**config.mk**
```make
export PLATFORM = sky130hd
export DESIGN_NAME = seq_magnitude_comparator
export DESIGN_NICKNAME = d
export VERILOG_FILES = /design/src/rtl/cmp_pkg.sv /design/src/rtl/cmp_chunk.sv /design/src/rtl/seq_magnitude_comparator.sv
export SDC_FILE = /design/constraint.sdc
export NUM_CORES = 1
export LEC_CHECK = 0
export BUFFER_PORTS_ARGS = -buffer_cell sky130_fd_sc_hd__buf_2
export CAP_MARGIN = 10
export CORE_MARGIN = 1.5
export CORE_UTILIZATION = 59
export CTS_CLUSTER_DIAMETER = 80
export DETAILED_ROUTE_END_ITERATION = 12
export PLACE_DENSITY = 0.89
export SKIP_CTS_REPAIR_TIMING = 1
export SYNTH_ARGS = -nofsm -noshare
export SYNTH_HDL_FRONTEND = slang
export SYNTH_SLANG_ARGS = --single-unit
```
**constraint.sdc**
```tcl
create_clock -name clk -period 4 [get_ports clk]
set_input_delay 1 -clock clk [delete_from_list [all_inputs] [get_ports clk]]
set_output_delay 1 -clock clk [all_outputs]
set_load 0.02 [all_outputs]
```
**src/rtl/cmp_pkg.sv**
```systemverilog
// Shared types for the sequential magnitude comparator.
// FSM state encoding and the three-way compare result.
package cmp_pkg;

   typedef enum logic [1:0] {ST_IDLE, ST_CMP, ST_DONE} cmp_state_t;
   typedef enum logic [1:0] {CMP_LT, CMP_EQ, CMP_GT} cmp_result_t;

   function automatic cmp_result_t to_result(logic gt, logic lt);
      if (gt)
         return CMP_GT;
      else if (lt)
         return CMP_LT;
      else
         return CMP_EQ;
   endfunction

endpackage

```
**src/rtl/cmp_chunk.sv**
```systemverilog
// Combinational unsigned compare of one CHUNK-bit slice.
// invert_msb turns a two's-complement top slice into offset binary.
module cmp_chunk #(
   parameter int CHUNK = 4
) (
   input  logic [CHUNK-1:0] a_c,
   input  logic [CHUNK-1:0] b_c,
   input  logic             invert_msb,
   output logic             gt,
   output logic             eq,
   output logic             lt
);

   logic [CHUNK-1:0] mask;
   logic [CHUNK-1:0] a_x;
   logic [CHUNK-1:0] b_x;

   always_comb begin
      mask = '0;
      mask[CHUNK-1] = invert_msb;
   end

   assign a_x = a_c ^ mask;
   assign b_x = b_c ^ mask;
   assign gt  = a_x > b_x;
   assign eq  = a_x == b_x;
   assign lt  = a_x < b_x;

endmodule

```
**src/rtl/seq_magnitude_comparator.sv**
```systemverilog
// Multi-cycle MSB-first magnitude comparator, CHUNK bits per clock,
// with valid/ready handshakes on the operand and result sides.
module seq_magnitude_comparator
   import cmp_pkg::*;
#(
   parameter int WIDTH      = 16,
   parameter int CHUNK      = 4,
   parameter bit EARLY_EXIT = 1'b1
) (
   input  logic             clk,
   input  logic             rst,
   input  logic             in_valid,
   output logic             in_ready,
   input  logic [WIDTH-1:0] a,
   input  logic [WIDTH-1:0] b,
   input  logic             is_signed,
   output logic             out_valid,
   input  logic             out_ready,
   output logic             a_gt_b,
   output logic             a_eq_b,
   output logic             a_lt_b,
   output logic             busy
);

   localparam int NCHUNK = WIDTH / CHUNK;
   localparam int IW = (NCHUNK > 1) ? $clog2(NCHUNK) : 1;
   localparam logic [IW-1:0] LAST = IW'(NCHUNK - 1);

   if (CHUNK < 1 || CHUNK > WIDTH || (WIDTH % CHUNK) != 0) begin : g_bad_params
      $error("WIDTH must be a positive multiple of CHUNK");
   end

   cmp_state_t state, state_n;

   logic [WIDTH-1:0] a_q, b_q;
   logic             sgn_q;
   logic [IW-1:0]    idx;
   logic             hit_q;
   cmp_result_t      res_q;
   cmp_result_t      first;
   logic             finish;

   logic [WIDTH-1:0] a_sh, b_sh;
   logic [CHUNK-1:0] a_c, b_c;
   logic             c_gt, c_eq, c_lt;

   assign a_sh = a_q >> (CHUNK * int'(idx));
   assign b_sh = b_q >> (CHUNK * int'(idx));
   assign a_c  = a_sh[CHUNK-1:0];
   assign b_c  = b_sh[CHUNK-1:0];

   cmp_chunk #(.CHUNK(CHUNK)) u_chunk (
      .a_c        (a_c),
      .b_c        (b_c),
      .invert_msb (sgn_q && (idx == LAST)),
      .gt         (c_gt),
      .eq         (c_eq),
      .lt         (c_lt)
   );

   // The first differing chunk decides; later chunks never override it.
   assign first  = hit_q ? res_q : to_result(c_gt, c_lt);
   assign finish = (EARLY_EXIT && !c_eq) || (idx == '0);

   always_comb begin
      state_n   = state;
      in_ready  = 1'b0;
      out_valid = 1'b0;
      busy      = 1'b0;
      unique case (state)
         ST_IDLE: begin
            in_ready = 1'b1;
            if (in_valid)
               state_n = ST_CMP;
         end
         ST_CMP: begin
            busy = 1'b1;
            if (finish)
               state_n = ST_DONE;
         end
         ST_DONE: begin
            busy      = 1'b1;
            out_valid = 1'b1;
            if (out_ready)
               state_n = ST_IDLE;
         end
         default: state_n = ST_IDLE;
      endcase
   end

   always_ff @(posedge clk or posedge rst) begin
      if (rst) begin
         state  <= ST_IDLE;
         a_q    <= '0;
         b_q    <= '0;
         sgn_q  <= 1'b0;
         idx    <= '0;
         hit_q  <= 1'b0;
         res_q  <= CMP_EQ;
         a_gt_b <= 1'b0;
         a_eq_b <= 1'b0;
         a_lt_b <= 1'b0;
      end else begin
         state <= state_n;
         unique case (state)
            ST_IDLE: begin
               if (in_valid) begin
                  a_q   <= a;
                  b_q   <= b;
                  sgn_q <= is_signed;
                  idx   <= LAST;
                  hit_q <= 1'b0;
                  res_q <= CMP_EQ;
               end
            end
            ST_CMP: begin
               res_q <= first;
               hit_q <= hit_q | ~c_eq;
               if (finish) begin
                  a_gt_b <= (first == CMP_GT);
                  a_eq_b <= (first == CMP_EQ);
                  a_lt_b <= (first == CMP_LT);
               end else begin
                  idx <= idx - 1'b1;
               end
            end
            ST_DONE: begin
               if (out_ready) begin
                  a_gt_b <= 1'b0;
                  a_eq_b <= 1'b0;
                  a_lt_b <= 1'b0;
               end
            end
            default: ;
         endcase
      end
   end

endmodule
```
Yosys cells after proc, flatten, opt, wreduce, memory -nomap -nowiden
Cells that the tools add are included.
{ "classes": {"n_shift": 2, "reduce_logical": 14, "bitwise_logic": 4, "n_mux": 23, "addsub": 1, "eq_ne": 10, "n_lt_le_gt_ge": 2} }
{ "op_table": {"columns": ["op", "count"], "rows": [
  ["right shift 16 x 4 -> 4 bit", 2],
  ["2-to-1 mux 2 bit", 7],
  ["2-to-1 mux 1 bit", 9],
  ["AND reduction 3 bit", 3],
  ["inequality test 2 bit, second input constant", 4],
  ["case mux 1 bit (2 select lines)", 4],
  ["case mux 2 bit (2 select lines)", 2],
  ["XOR 4 bit", 2],
  ["equality test 2 bit, second input constant", 3],
  ["logical NOT 2 bit", 3],
  ["case mux 2 bit (3 select lines)", 1],
  ["equality test 2 x 1 -> 1 bit, second input constant", 2],
  ["equality test 4 bit", 1],
  ["greater-than comparator 4 bit", 1],
  ["less-than comparator 4 bit", 1],
  ["AND reduction 2 bit", 2],
  ["nonzero test 2 bit", 2],
  ["OR reduction 2 bit", 1],
  ["subtractor 2 x 1 -> 2 bit, second input constant", 1],
  ["logical AND 1 bit", 1],
  ["logical NOT 1 bit", 1],
  ["logical OR 1 bit", 1],
  ["inverter 1 bit", 1],
  ["bitwise OR 1 bit", 1]
]} }
{ "word_totals": {"ff_bits": 43, "out_inout_bits": 6, "in_bits": 37} }

Depth between registers and ports, before layout
Gate-level depths: netlist of the first run.
{ "depth": {"ltp_word": 10, "depth_mapped": 8, "ltp_nobuf": 8} }

By module
A second synthesis of the first run with hierarchy kept.
{ "unflattened": {"hier_cells": 160, "area_unflattened_um2": 2210.9} }
{ "modules_own_cells": {"columns": ["mod", "area_each_um2", "cells_each", "seq_area_each_um2", "instances"], "rows": [
  ["seq_magnitude_comparator", 2068.2, 143, 1077.3, 1],
  ["cmp_chunk", 142.6, 17, 0.0, 1]
]} }

Worst setup path before layout of the first run
Ideal clock, no wire load.
{ "synth_timing": {"path_kind": "flip-flop to flip-flop", "start": "register idx[0]", "end": "register state[0]", "required_ns": 3.875, "stages_incl_launch_ff": 9, "path_buffers": 1, "setup_slack_ns": 1.760, "synth_period_minus_slack_ns": 2.240, "setup_time_ns": 0.125, "arrival_time_ns": 2.116, "cell_sequence": "dfrtp_1 -> buf_6 -> mux4_2 -> xor2_1 -> ha_1 -> nand4_4 -> nor2_1 -> a21oi_1 -> mux2_2"} }
{ "synth_between": {"elab_chain_cells": 8, "elab_cells_between_ends": 12, "cone_classes": "3 x eq/ne; 2 x shift; 2 x bitwise; 5 x reduce/logical"} }
{ "synth_rtl": {"columns": ["item", "line_no", "rtl"], "rows": [
  ["start: declaration", "seq_magnitude_comparator.sv:37", "logic [IW-1:0] idx;"],
  ["start signal: assignment", "seq_magnitude_comparator.sv:124", "idx <= idx - 1'b1;"],
  ["parallel branches: the longest is 5 deep, another holds right shift 16 x 4 -> 4 bit", null, null],
  ["logical OR 1 bit *", "seq_magnitude_comparator.sv:63", "assign finish = (EARLY_EXIT && !c_eq) || (idx == '0);"],
  ["inequality test 2 bit (no source line) *", null, null],
  ["AND reduction 3 bit (no source line) *", null, null],
  ["end signal: assignment", "seq_magnitude_comparator.sv:104", "state <= state_n;"],
  ["end: declaration", "seq_magnitude_comparator.sv:33", "cmp_state_t state, state_n;"]
]} }
Mark *: on every way between the ends.
A chain may end at the register's enable or synchronous reset.

Worst setup path in the final report of the first run
{ "layout_timing": {"start": "register idx[0]", "end": "register idx[1]"} }
{ "layout_between": {"elab_chain_cells": 8, "elab_cells_between_ends": 15, "cone_classes": "1 x add/sub; 3 x eq/ne; 2 x shift; 2 x mux; 2 x bitwise; 5 x reduce/logical"} }
{ "layout_rtl": {"columns": ["item"], "rows": [
  ["parallel branches: the longest is 8 deep, another holds right shift 16 x 4 -> 4 bit"]
]} }
Parallel ways; which one is timed is not known. The select of a mux whose other input is x is not followed.

==> results of run 1 <==
-- how the worst max path moves through the flow --
stage / slack, ps / from / cells past startpoint / end
after floorplan: 1760 / idx[0] / 8 / state[0]
after global placement: 1570 / idx[0] / 7 / state[0]
after detailed placement: 1480 / idx[0] / 7 / idx[1]
after CTS: 1460 / idx[0] / 7 / idx[1]
after global routing: 1320 / idx[0] / 7 / idx[1]
final: 1450 / idx[0] / 7 / idx[1]
-- logic make-up after synthesis --
kind of cell | Yosys count | share of synthesized area (%)
AOI/OAI and AO/OA | 21 | 7.75
xor gates and xnor gates | 2 | 0.798
adders and majority gates | 9 | 5.13
buffers and inverters | 18 | 4.05
DFF | 43 | 49.1
muxes | 43 | 27.1
and+or+nand+nor | 23 | 6.04
-- power by group through the flow --
stage	registers (mW)	clock network, mW	logic (mW)
final	0.823	0.353	1.24
after global routing	0.852	0.378	1.36
after CTS	0.822	0.358	1.25
after detailed placement	0.826	0	1.24
after global placement	0.807	0	1.16
after floorplan	0.745	0	1.07
-- worst register-to-register path: cells and delay by family, from the launching register on --
family | cells | cell delay [ps]
fa+ha+maj | 1 | 330
xor+xnor | 1 | 150
flops | 1 | 610
mux | 1 | 570
compound gates | 2 | 410
simple gates | 2 | 370
-- cell usage in the layout (no fill, tap or decap), types with 6 or more instances in the layout --
master / count
buf_2: 42
clkbuf_8: 6
mux2_2: 34
inv_1: 11
nor2_1: 7
dfrtp_1: 42
mux4_1: 6
ha_1: 9
-- routing by layer --
metal,vias to the layer above,routed length (µm),global-route usage [%]
met5,-,0,0
met4,0,143,10.9
met3,15,157,5.11
met2,56,2430,43.8
met1,710,1660,27.6
li1,664,-,-
-- state kept, by name (all words and copies together) (netlist names) --
signal / count
sgn_q: 1
hit_q: 1
a_eq_b: 1
a_q: 16
state: 2
b_q: 16
res_q: 2
idx: 2
a_gt_b: 1
a_lt_b: 1
-- per-stage QoR --
step | cell area, µm² | std cells
2_1_floorplan | 2190 | 159
3_3_place_gp | 2420 | 241
3_5_place_dp | 2420 | 241
4_1_cts | 2540 | 249
5_1_grt | 2540 | 249
6_report | 2540 | 249
-- layout make-up --
type / instances / area share, %
Clock buffer: 6 / 3.25
Sequential cell: 43 / 42.4
Timing Repair Buffer: 43 / 8.56
Clock inverter: 2 / 1.52
Multi-Input combinational cell: 98 / 40.4
Inverter: 11 / 1.62
Tap cell: 46 / 2.26
==> summary.txt, run 1 <==
======================================================================================================
Outcome                                                                                   finished, final reports clean
Largest driver fanout on the critical path                                                          10
Flop2flop setup slack                                                                          1450 ps
Final sum of negative setup slack                                                                 0 ps
Total power                                                                                    2.41 mW
Final worst-path setup slack                                                                   1450 ps
Clock transition at the register clock pins on the worst setup and hold paths after CTS          80 ps
Effective utilization at floorplan                                                               63.8%
Time the worst path needs with I/O delays and setup                                            2550 ps
Via-to-Cell Ratio                                                                                 5.80
WHS Endpoint                                                                                    a_gt_b
Yosys warning count                                                                                  0
Worst setup path category                                                                 register to register
WP buf/inv                                                                                           0
Req. time, crit path                                                                           4180 ps
Number of buffers created by CTS                                                                     5
First-pass GRT wire length                                                                     7370 µm
Cell depth of the worst hold path                                                                    2
Total area of sequential cells                                                             0.00108 mm²
Clock tree sinks                                                                                    43
Deepest clock path buffer count                                                                      2
Endpoints failing setup                                                                              0
Data arrival time of the worst path                                                            2730 ps
First-pass iteration count of the detailed router                                                    4
Fraction of the core area covered by cells at the end of the flow                                73.9%
Buffer type at the clock tree root                                                            clkbuf_8
Maximum number of pins on one net before global-route repair                                        35
Fillers                                                                                            245
Final worst path period share                                                                    63.7%
Average routed wire per standard cell                                                          17.6 µm
Endpoint of the worst-slack reg-to-reg timing path                                              idx[1]
Most instantiated flip-flop cell in the synthesis netlist                                      dfrtp_1
Vias in the first global route                                                                    1583
Final Net Count                                                                                    248
Number of cell instances on the worst register-to-register path                                      7
Source-to-sink clock delay at the later pin of the worst-skew pair                              290 ps
Dominant cell by count in the synthesized netlist                                              dfrtp_1
Lkg Pwr                                                                                        1.21 nW
Number of remaining DRC errors                                                                       0
Count of antenna-violating nets left after detailed routing                                          0
Synthesized flop and latch total                                                                    43
DP Wirelength                                                                                  3270 µm
Unrepaired setup endpoints after global routing                                                     no
Routability cong.                                                                                0.846
Switching share of power                                                                         38.8%
Cells along the critical path                                                             mux4_2 -> xor2_1 -> ha_1 -> nand4_4 -> o21ai_2 -> and2b_1 -> a21oi_1
Internal Dissipation                                                                           1.48 mW
Number of H-tree branching levels                                                                    2
Synthesized area per cell                                                                     13.8 µm²
Worst min path class                                                                      register to register
Die height                                                                                     64.0 µm
Cell taking the most area after synthesis                                                      dfrtp_1
Max transition margin                                                                            31.4%
Max-cap violations                                                                                   0
Tightest Pin Transition                                                                        1030 ps
Top post-synthesis cells by count                                                         dfrtp_1 (42), mux2_2 (34), inv_1 (11)
CTS tree                                                                                           yes
Portion of the post-synthesis area used by sequential elements                                   49.1%
Worst-case vdd ir drop                                                                        0.502 mV
Clock network fraction of total power                                                            14.6%
Number of enable flip-flop cells after synthesis                                                     0
Signed area change from the synthesized netlist to the final layout                              15.9%
Total area of multi-input combinational cells                                              0.00103 mm²
Leftover overflow at the end of global routing                                                       0
Comb pwr share                                                                                   51.3%
Share of post-route cells with drive strength above 1                                            47.8%
Antenna Cells                                                                                        0
Source of the worst register-to-register timing path                                            idx[0]
Switching pwr                                                                                 0.936 mW
Cell family with the largest share of critical-path delay                                   flip-flops
Dominant cells by area after synthesis                                                    dfrtp_1 (48%), mux2_2 (17%), mux4_1 (7.2%)
Area of the die                                                                            0.00409 mm²
Fraction of synthesized cell area taken by the top area cell type                                47.9%
Crit end category                                                                             register
DRC marker count from the first detailed-route iteration                                           112
Worst Hold Launch                                                                               a_gt_b
Fin. Hold Viols                                                                                      0
Number of port buffers                                                                              42
Cell Area, Synth                                                                           0.00219 mm²
Power share of the sequential group                                                              34.1%
Cell count after synthesis                                                                         159
Highest clock frequency the design can meet                                                  0.393 GHz
GRT Total Usage                                                                                  24.3%
Final slew viol count                                                                                0
Worst Hold Margin                                                                               495 ps
Yosys cell types                                                                                    33
Die boundary width                                                                             64.0 µm
Share of synthesized registers carrying an async set or reset                                     100%
Power per cell area                                                                         949 mW/mm²
Core region area                                                                           0.00344 mm²
Startpoint Class                                                                              register
Total Wirelength                                                                               4390 µm
Max incr delay on CP                                                                            610 ps
Boundary Pins                                                                                       43
Via count                                                                                         1445
Setup WS pre-CTS                                                                               1480 ps
Antenna violations before repair                                                                     0
Floorplan row count                                                                                 21
Post-synth net total                                                                               205
Final worst clock skew                                                                         5.31 ps
Slowest stage cell on the critical path                                                        dfrtp_1
======================================================================================================
Note: power is estimated with default switching activity, not from simulation.
==> run 2, diff against run 1 <==
--- a/config.mk
+++ b/config.mk
@@ -5,13 +5,14 @@
 export SDC_FILE = /design/constraint.sdc
 export NUM_CORES = 1
 export LEC_CHECK = 0
+export ABC_AREA = 1
 export BUFFER_PORTS_ARGS = -buffer_cell sky130_fd_sc_hd__buf_2
 export CAP_MARGIN = 10
 export CORE_MARGIN = 1.5
-export CORE_UTILIZATION = 59
+export CORE_UTILIZATION = 54
 export CTS_CLUSTER_DIAMETER = 80
 export DETAILED_ROUTE_END_ITERATION = 12
-export PLACE_DENSITY = 0.89
+export PLACE_DENSITY = 0.82
 export SKIP_CTS_REPAIR_TIMING = 1
 export SYNTH_ARGS = -nofsm -noshare
 export SYNTH_HDL_FRONTEND = slang
==> constraint.sdc (replaced) <==
create_clock -name clk -period 2.35 [get_ports clk]
set_input_delay 0.5875 -clock clk [delete_from_list [all_inputs] [get_ports clk]]
set_output_delay 0.5875 -clock clk [all_outputs]
set_load 0.02 [all_outputs]
==> run 2 against run 1 <==
Via count is 29% higher. Clock power rose by 45%. Area after synthesis fell by 1.0%. Global-route usage down 1.6 points. Sequential power is 62% higher. Critical path type unchanged. Largest cell class unchanged. Largest power group unchanged. Highest routed layer unchanged.
==> summary.txt, run 2 <==
======================================================================================================
Number of cell instances on the worst register-to-register path                                     13   was 7
Via-to-Cell Ratio                                                                                 4.93   was 5.80
Clock tree sinks                                                                                    43   unchanged
Tightest Pin Transition                                                                         515 ps   was 1030 ps
Highest-count cells in the layout ignoring fill and taps                                  nand2_1 (135), buf_2 (42), dfrtp_1 (41)   was dfrtp_1 (42), buf_2 (42), mux2_2 (34)
Worst min path class                                                                      primary input to async pin   was register to register
Total Wirelength                                                                               4280 µm   was 4390 µm
Cell Area, Synth                                                                           0.00217 mm²   was 0.00219 mm²
Slowest stage cell on the critical path                                                        dfrtp_1   unchanged
Data arrival time of the worst path                                                            2400 ps   was 2730 ps
Max incr delay on CP                                                                            540 ps   was 610 ps
Final slew viol count                                                                                0   unchanged
Share of synthesized registers carrying an async set or reset                                     100%   unchanged
Max-cap violations                                                                                   0   unchanged
Cell count after synthesis                                                                         284   was 159
CP most frequent cell                                                                          nand2_1
Source-to-sink clock delay at the later pin of the worst-skew pair                              300 ps   was 290 ps
Final worst clock skew                                                                         5.95 ps   was 5.31 ps
GRT Total Usage                                                                                  22.7%   was 24.3%
Die boundary width                                                                             66.4 µm   was 64.0 µm
Yosys cell types                                                                                    26   was 33
Flop2flop setup slack                                                                           180 ps   was 1450 ps
Cell area after placement                                                                  0.00243 mm²   was 0.00242 mm²
Floorplan row count                                                                                 22   was 21
Total area of sequential cells                                                             0.00108 mm²   about the same
DP Wirelength                                                                                  3050 µm   was 3270 µm
Worst setup path category                                                                 register to register   unchanged
Dominant cells by area after synthesis                                                    dfrtp_1 (48%), nand2_1 (23%), ha_1 (5.2%)   was dfrtp_1 (48%), mux2_2 (17%), mux4_1 (7.2%)
Total area of multi-input combinational cells                                                  971 µm²   was 0.00103 mm²
Comb pwr share                                                                                   52.2%   was 51.3%
Number of port buffers                                                                              42   unchanged
Number of enable flip-flop cells after synthesis                                                     0   unchanged
Buffer type at the clock tree root                                                            clkbuf_8   unchanged
Portion of the post-synthesis area used by sequential elements                                   49.6%   was 49.1%
Switching pwr                                                                                  1.73 mW   was 0.936 mW
Finished Cell Area                                                                         0.00256 mm²   was 0.00254 mm²
Area of the die                                                                            0.00441 mm²   was 0.00409 mm²
Fillers                                                                                            315   was 245
Startpoint Class                                                                              register   unchanged
Die height                                                                                     66.4 µm   was 64.0 µm
Boundary Pins                                                                                       43   unchanged
Maximum number of pins on one net before global-route repair                                        44   was 35
Effective utilization at floorplan                                                               57.6%   was 63.8%
Final worst-path setup slack                                                                    181 ps   was 1450 ps
Number of remaining DRC errors                                                                       0   unchanged
Synthesized flop and latch total                                                                    43   unchanged
Outcome                                                                                   finished, final reports clean   unchanged
Antenna violations before repair                                                                     0   unchanged
Post-synth net total                                                                               330   was 205
Via count                                                                                         1869   was 1445
Number of H-tree branching levels                                                                    2   unchanged
Top post-synthesis cells by count                                                         nand2_1 (135), dfrtp_1 (42), o21ai_0 (18)   was dfrtp_1 (42), mux2_2 (34), inv_1 (11)
First-pass GRT wire length                                                                     7530 µm   was 7370 µm
Switching share of power                                                                         44.9%   was 38.8%
Crit end category                                                                             register   unchanged
Lkg Pwr                                                                                        1.43 nW   was 1.21 nW
Cell taking the most area after synthesis                                                      dfrtp_1   unchanged
Final Net Count                                                                                    376   was 248
Share of post-route cells with drive strength above 1                                            22.1%   was 47.8%
Largest registers ranked by flip-flop count                                               a_q x16, b_q x16   unchanged
Power per cell area                                                                        1510 mW/mm²   was 949 mW/mm²
Time the worst path needs with I/O delays and setup                                            2170 ps   was 2550 ps
Average routed wire per standard cell                                                          11.3 µm   was 17.6 µm
First-pass iteration count of the detailed router                                                    4   unchanged
Vias in the first global route                                                                    1770   was 1583
Endpoint of the worst-slack reg-to-reg timing path                                            res_q[0]   was idx[1]
Max transition margin                                                                            65.7%   was 31.4%
Final worst path period share                                                                    92.3%   was 63.7%
Commonest non-fill, non-tap cell in the layout                                                 nand2_1
Clock transition at the register clock pins on the worst setup and hold paths after CTS          80 ps   about the same
Fraction of synthesized cell area taken by the top area cell type                                48.4%   was 47.9%
Count of antenna-violating nets left after detailed routing                                          0   unchanged
Fin. Hold Viols                                                                                      0   unchanged
Worst-case vdd ir drop                                                                        0.709 mV   was 0.502 mV
Leftover overflow at the end of global routing                                                       0   unchanged
Highest clock frequency the design can meet                                                  0.461 GHz   was 0.393 GHz
Clock network fraction of total power                                                            13.3%   was 14.6%
Dominant cell by count in the synthesized netlist                                              nand2_1   was dfrtp_1
Antenna Cells                                                                                        0   unchanged
Signed area change from the synthesized netlist to the final layout                              17.7%   was 15.9%
Internal Dissipation                                                                           2.12 mW   was 1.48 mW
Endpoints failing setup                                                                              0   unchanged
Req. time, crit path                                                                           2580 ps   was 4180 ps
Deepest clock path buffer count                                                                      2   unchanged
Core region area                                                                           0.00377 mm²   was 0.00344 mm²
Synthesized area per cell                                                                     7.65 µm²   was 13.8 µm²
Cells along the critical path                                                             inv_2 -> nand3_1 -> nand2_1 -> xor2_1 -> ha_1 -> nand2_2 -> inv_1 -> nand2_1 -> nand2_1 -> nand2_1 -> nand2_1 -> o21ai_0 -> inv_1   was mux4_2 -> xor2_1 -> ha_1 -> nand4_4 -> o21ai_2 -> and2b_1 -> a21oi_1
CTS tree                                                                                           yes   unchanged
Power share of the sequential group                                                              34.5%   was 34.1%
Most instantiated flip-flop cell in the synthesis netlist                                      dfrtp_1   unchanged
Yosys warning count                                                                                  0   unchanged
Largest driver fanout on the critical path                                                          10   unchanged
Routability cong.                                                                                0.862   was 0.846
Number of buffers created by CTS                                                                     5   unchanged
Setup WS pre-CTS                                                                                141 ps   was 1480 ps
Source of the worst register-to-register timing path                                            idx[1]   was idx[0]
DRC marker count from the first detailed-route iteration                                            92   was 112
======================================================================================================
-- run 2: power by group through the flow --
stage          Sequential [mW]  Clock, mW  Combinational (mW)
6_report                  1.33      0.513                2.01
5_1_grt                   1.37      0.550                2.33
3_3_place_gp              1.34          0                1.89
2_1_floorplan             1.27          0                1.58
3_5_place_dp              1.33          0                1.96
4_1_cts                   1.33      0.518                1.96
-- run 2: final cells by class --
cell class | count | area share (%)
inverters | 22 | 3.33
multi-input cells | 209 | 38.0
repair buffers | 49 | 10.3
well taps | 48 | 2.35
clock buffers | 8 | 3.91
flip-flops and latches | 43 | 42.2
-- run 2: worst max-delay path: cells and delay by family, from the launching register on --
kind | cells | cell delay, ps
flops | 1 | 540
compound gates | 1 | 230
xor+xnor | 1 | 140
fa+ha+maj | 1 | 320
buf+inv | 3 | 300
simple gates | 7 | 580
-- run 2: kinds of logic (layout without fill, tap and decap cells) --
logic type	Yosys count	count (layout)	share of synthesized area (%)
compound gates	31	31	7.95
buf+inv	32	79	5.93
flops	43	43	49.6
fa+ha+maj	9	9	5.18
xor+xnor	2	2	0.807
simple gates	167	167	30.5
-- run 2: routing by layer --
| layer | wire length, µm | global-route usage (%) | vias up |
|---|---|---|---|
| met1 | 2060 | 30.8 | 850 |
| met3 | 207 | 5.11 | 8 |
| li1 | - | - | 969 |
| met4 | 68 | 9.44 | 0 |
| met5 | 0 | 0 | - |
| met2 | 1940 | 35.1 | 42 |
-- run 2: worst max-delay path by stage --
stage	from	endpoint	slack, ps
after CTS	idx[0]	a_gt_b	130
final	idx[1]	res_q[0]	180
after global placement	idx[0]	a_gt_b	180
after floorplan	idx[0]	idx[1]	420
after global routing	idx[1]	res_q[0]	-60
after detailed placement	idx[0]	a_gt_b	140
-- run 2: per-stage QoR --
| stage | hold slack [ps] | setup TNS, ps | power (mW) | std cells | util [%] |
|---|---|---|---|---|---|
| after floorplan | 444 | 0 | 2.85 | 284 | - |
| after CTS | 421 | 0 | 3.81 | 377 | 67.2 |
| after detailed placement | 461 | 0 | 3.29 | 369 | 64.5 |
| after global placement | 460 | 0 | 3.23 | 369 | 64.5 |
| after global routing | 477 | -59.9 | 4.25 | 379 | 67.8 |
| final | 404 | 0 | 3.86 | 379 | 67.8 |
==> run 3, diff against run 2 <==
--- a/config.mk
+++ b/config.mk
@@ -13,6 +13,7 @@
 export CTS_CLUSTER_DIAMETER = 80
 export DETAILED_ROUTE_END_ITERATION = 12
 export PLACE_DENSITY = 0.82
+export REMOVE_ABC_BUFFERS = 1
 export SKIP_CTS_REPAIR_TIMING = 1
 export SYNTH_ARGS = -nofsm -noshare
 export SYNTH_HDL_FRONTEND = slang
==> run 3 against run 2 <==
Final cell count down 0.53%. Clock skew fell by 2.3 ps. Maximum frequency grew 1.6%. Via count decreased by 1.3%. Global-route usage decreased by 0.51 points. Sequential power about the same. Register-to-register slack improved by 30 ps. Critical endpoint is now idx[1]. Highest routed layer unchanged.
==> summary.txt, run 3 (synthesis results as in run 2) <==
======================================================================================================
Worst Hold Margin                                                                               398 ps   was 404 ps
Final worst clock skew                                                                         3.62 ps   was 5.95 ps
Worst min path class                                                                      primary input to async pin   unchanged
Antenna violations before repair                                                                     0   unchanged
Cell area after placement                                                                  0.00243 mm²   unchanged
Total Wirelength                                                                               4270 µm   was 4280 µm
Final slew viol count                                                                                0   unchanged
Signed area change from the synthesized netlist to the final layout                              16.8%   was 17.7%
Endpoints failing setup                                                                              0   unchanged
Final worst path period share                                                                    90.9%   was 92.3%
Via count                                                                                         1844   was 1869
Global routing usage on met2                                                                     37.1%   was 35.1%
DRC marker count from the first detailed-route iteration                                           104   was 92
Time the worst path needs with I/O delays and setup                                            2140 ps   was 2170 ps
Final worst-path setup slack                                                                    214 ps   was 181 ps
CTS tree                                                                                           yes   unchanged
CP most frequent cell                                                                          nand2_2   was nand2_1
Buffer type at the clock tree root                                                            clkbuf_8   unchanged
Req. time, crit path                                                                           2580 ps   about the same
Startpoint Class                                                                              register   unchanged
First-pass GRT wire length                                                                     7310 µm   was 7530 µm
Finished Cell Area                                                                         0.00254 mm²   was 0.00256 mm²
Placed cells                                                                                       369   unchanged
Total area of sequential cells                                                             0.00108 mm²   about the same
Clock transition at the register clock pins on the worst setup and hold paths after CTS          80 ps   about the same
Lkg Pwr                                                                                        1.41 nW   was 1.43 nW
Max-cap violations                                                                                   0   unchanged
Tightest Pin Transition                                                                         511 ps   was 515 ps
Worst-case vdd ir drop                                                                        0.661 mV   was 0.709 mV
Share of post-route cells with drive strength above 1                                            21.3%   was 22.1%
Boundary Pins                                                                                       43   unchanged
Source of the worst register-to-register timing path                                            idx[0]   was idx[1]
Critical path depth                                                                                 13   unchanged
Largest registers ranked by flip-flop count                                               a_q x16, b_q x16   unchanged
WP buf/inv                                                                                           2   was 3
Highest-count cells in the layout ignoring fill and taps                                  nand2_1 (135), dfrtp_1 (42), buf_2 (42)   was nand2_1 (135), buf_2 (42), dfrtp_1 (41)
Core region area                                                                           0.00377 mm²   unchanged
Most utilized layer in the global route result                                                    met2   unchanged
Data arrival time of the worst path                                                            2370 ps   was 2400 ps
Setup WS pre-CTS                                                                                237 ps   was 141 ps
End point of the critical path                                                                  idx[1]   was res_q[0]
Leftover overflow at the end of global routing                                                       0   unchanged
Source-to-sink clock delay at the later pin of the worst-skew pair                              300 ps   about the same
Outcome                                                                                   finished, final reports clean   unchanged
Routability cong.                                                                                0.906   was 0.862
Count of non-filler cells in the finished layout                                                   377   was 379
Max incr delay on CP                                                                            420 ps   was 540 ps
First-pass iteration count of the detailed router                                                    4   unchanged
Commonest non-fill, non-tap cell in the layout                                                 nand2_1   unchanged
Highest clock frequency the design can meet                                                  0.468 GHz   was 0.461 GHz
Beginning of the critical path                                                                  idx[0]   was idx[1]
Average routed wire per standard cell                                                          11.3 µm   about the same
Count of antenna-violating nets left after detailed routing                                          0   unchanged
Number of H-tree branching levels                                                                    2   unchanged
Die boundary width                                                                             66.4 µm   unchanged
Endpoint of the worst-slack reg-to-reg timing path                                              idx[1]   was res_q[0]
Worst setup path category                                                                 register to register   unchanged
Total power                                                                                    3.80 mW   was 3.86 mW
Floorplan row count                                                                                 22   unchanged
Deepest clock path buffer count                                                                      2   unchanged
DP Wirelength                                                                                  3160 µm   was 3050 µm
Effective utilization at floorplan                                                               57.6%   unchanged
Maximum number of pins on one net before global-route repair                                        44   unchanged
Flop2flop setup slack                                                                           210 ps   was 180 ps
Final Net Count                                                                                    374   was 376
Number of cell instances on the worst register-to-register path                                     13   unchanged
Antenna Cells                                                                                        0   unchanged
Vias in the first global route                                                                    1745   was 1770
Met1 Use GR                                                                                      27.5%   was 30.8%
Power per cell area                                                                        1500 mW/mm²   was 1510 mW/mm²
Number of port buffers                                                                              42   unchanged
Unrepaired setup endpoints after global routing                                                     no
Number of buffers created by CTS                                                                     5   unchanged
Slowest stage cell on the critical path                                                        dfrtp_1   unchanged
Cell family with the largest share of critical-path delay                                 simple AND/OR/NAND/NOR gates   unchanged
Routing usage on met3                                                                            6.13%   was 5.11%
Fraction of the core area covered by cells at the end of the flow                                67.3%   was 67.8%
Area of the die                                                                            0.00441 mm²   unchanged
Largest driver fanout on the critical path                                                          14   was 10
Fillers                                                                                            316   was 315
Die height                                                                                     66.4 µm   unchanged
Number of remaining DRC errors                                                                       0   unchanged
Max transition margin                                                                            65.9%   was 65.7%
Fin. Hold Viols                                                                                      0   unchanged
Clock tree sinks                                                                                    43   unchanged
Final sum of negative setup slack                                                                 0 ps   unchanged
Cells along the critical path                                                             inv_2 -> nand2_1 -> nand3_1 -> nand2_1 -> xor2_1 -> ha_1 -> nand2_2 -> nor2_4 -> nand2_2 -> nand2_2 -> inv_2 -> or2_4 -> a21oi_2   was inv_2 -> nand3_1 -> nand2_1 -> xor2_1 -> ha_1 -> nand2_2 -> inv_1 -> nand2_1 -> nand2_1 -> nand2_1 -> nand2_1 -> o21ai_0 -> inv_1
Crit end category                                                                             register   unchanged
Via-to-Cell Ratio                                                                                 4.89   was 4.93
Total area of multi-input combinational cells                                                  966 µm²   was 971 µm²
GRT Total Usage                                                                                  22.2%   was 22.7%
======================================================================================================
## run 3: metal layers
layer / up-vias / wire length, µm
li1: 966 / -
met1: 823 / 1920
met2: 47 / 2040
met3: 8 / 239
met4: 0 / 74
met5: - / 0
## run 3: layout make-up
cell class | instances | area share (%)
Tap cell | 48 | 2.37
Clock inverter | 1 | 0.296
Multi-Input combinational cell | 209 | 38.1
Sequential cell | 43 | 42.5
Timing Repair Buffer | 47 | 9.76
Inverter | 22 | 3.25
Clock buffer | 7 | 3.80
## run 3: worst min-delay path by stage
stage	depth (start not counted)	endpoint	start	slack (ps)
2_1_floorplan	2	a_q[10]	a_q[10]	440
3_3_place_gp	2	a_eq_b	a_eq_b	460
3_5_place_dp	2	a_eq_b	a_eq_b	470
4_1_cts	3	b_q[15]	rst	420
5_1_grt	3	b_q[11]	rst	450
6_report	3	b_q[11]	rst	400
## run 3: power breakdown
part	leakage [nW]	switching (mW)	internal, mW
logic	0.832	1.24	0.733
registers	0.533	0.219	1.10
clock network	0.0505	0.247	0.267
total	1.41	1.70	2.10
## run 3: worst reg2reg max path, stage by stage, from the launching register on
cell and delay, ps:
dfrtp_1 420, inv_2 210, nand2_1 100, nand3_1 80
nand2_1 70, xor2_1 140, ha_1 310, nand2_2 90
nor2_4 130, nand2_2 60, nand2_2 60, inv_2 40
or2_4 230, a21oi_2 120
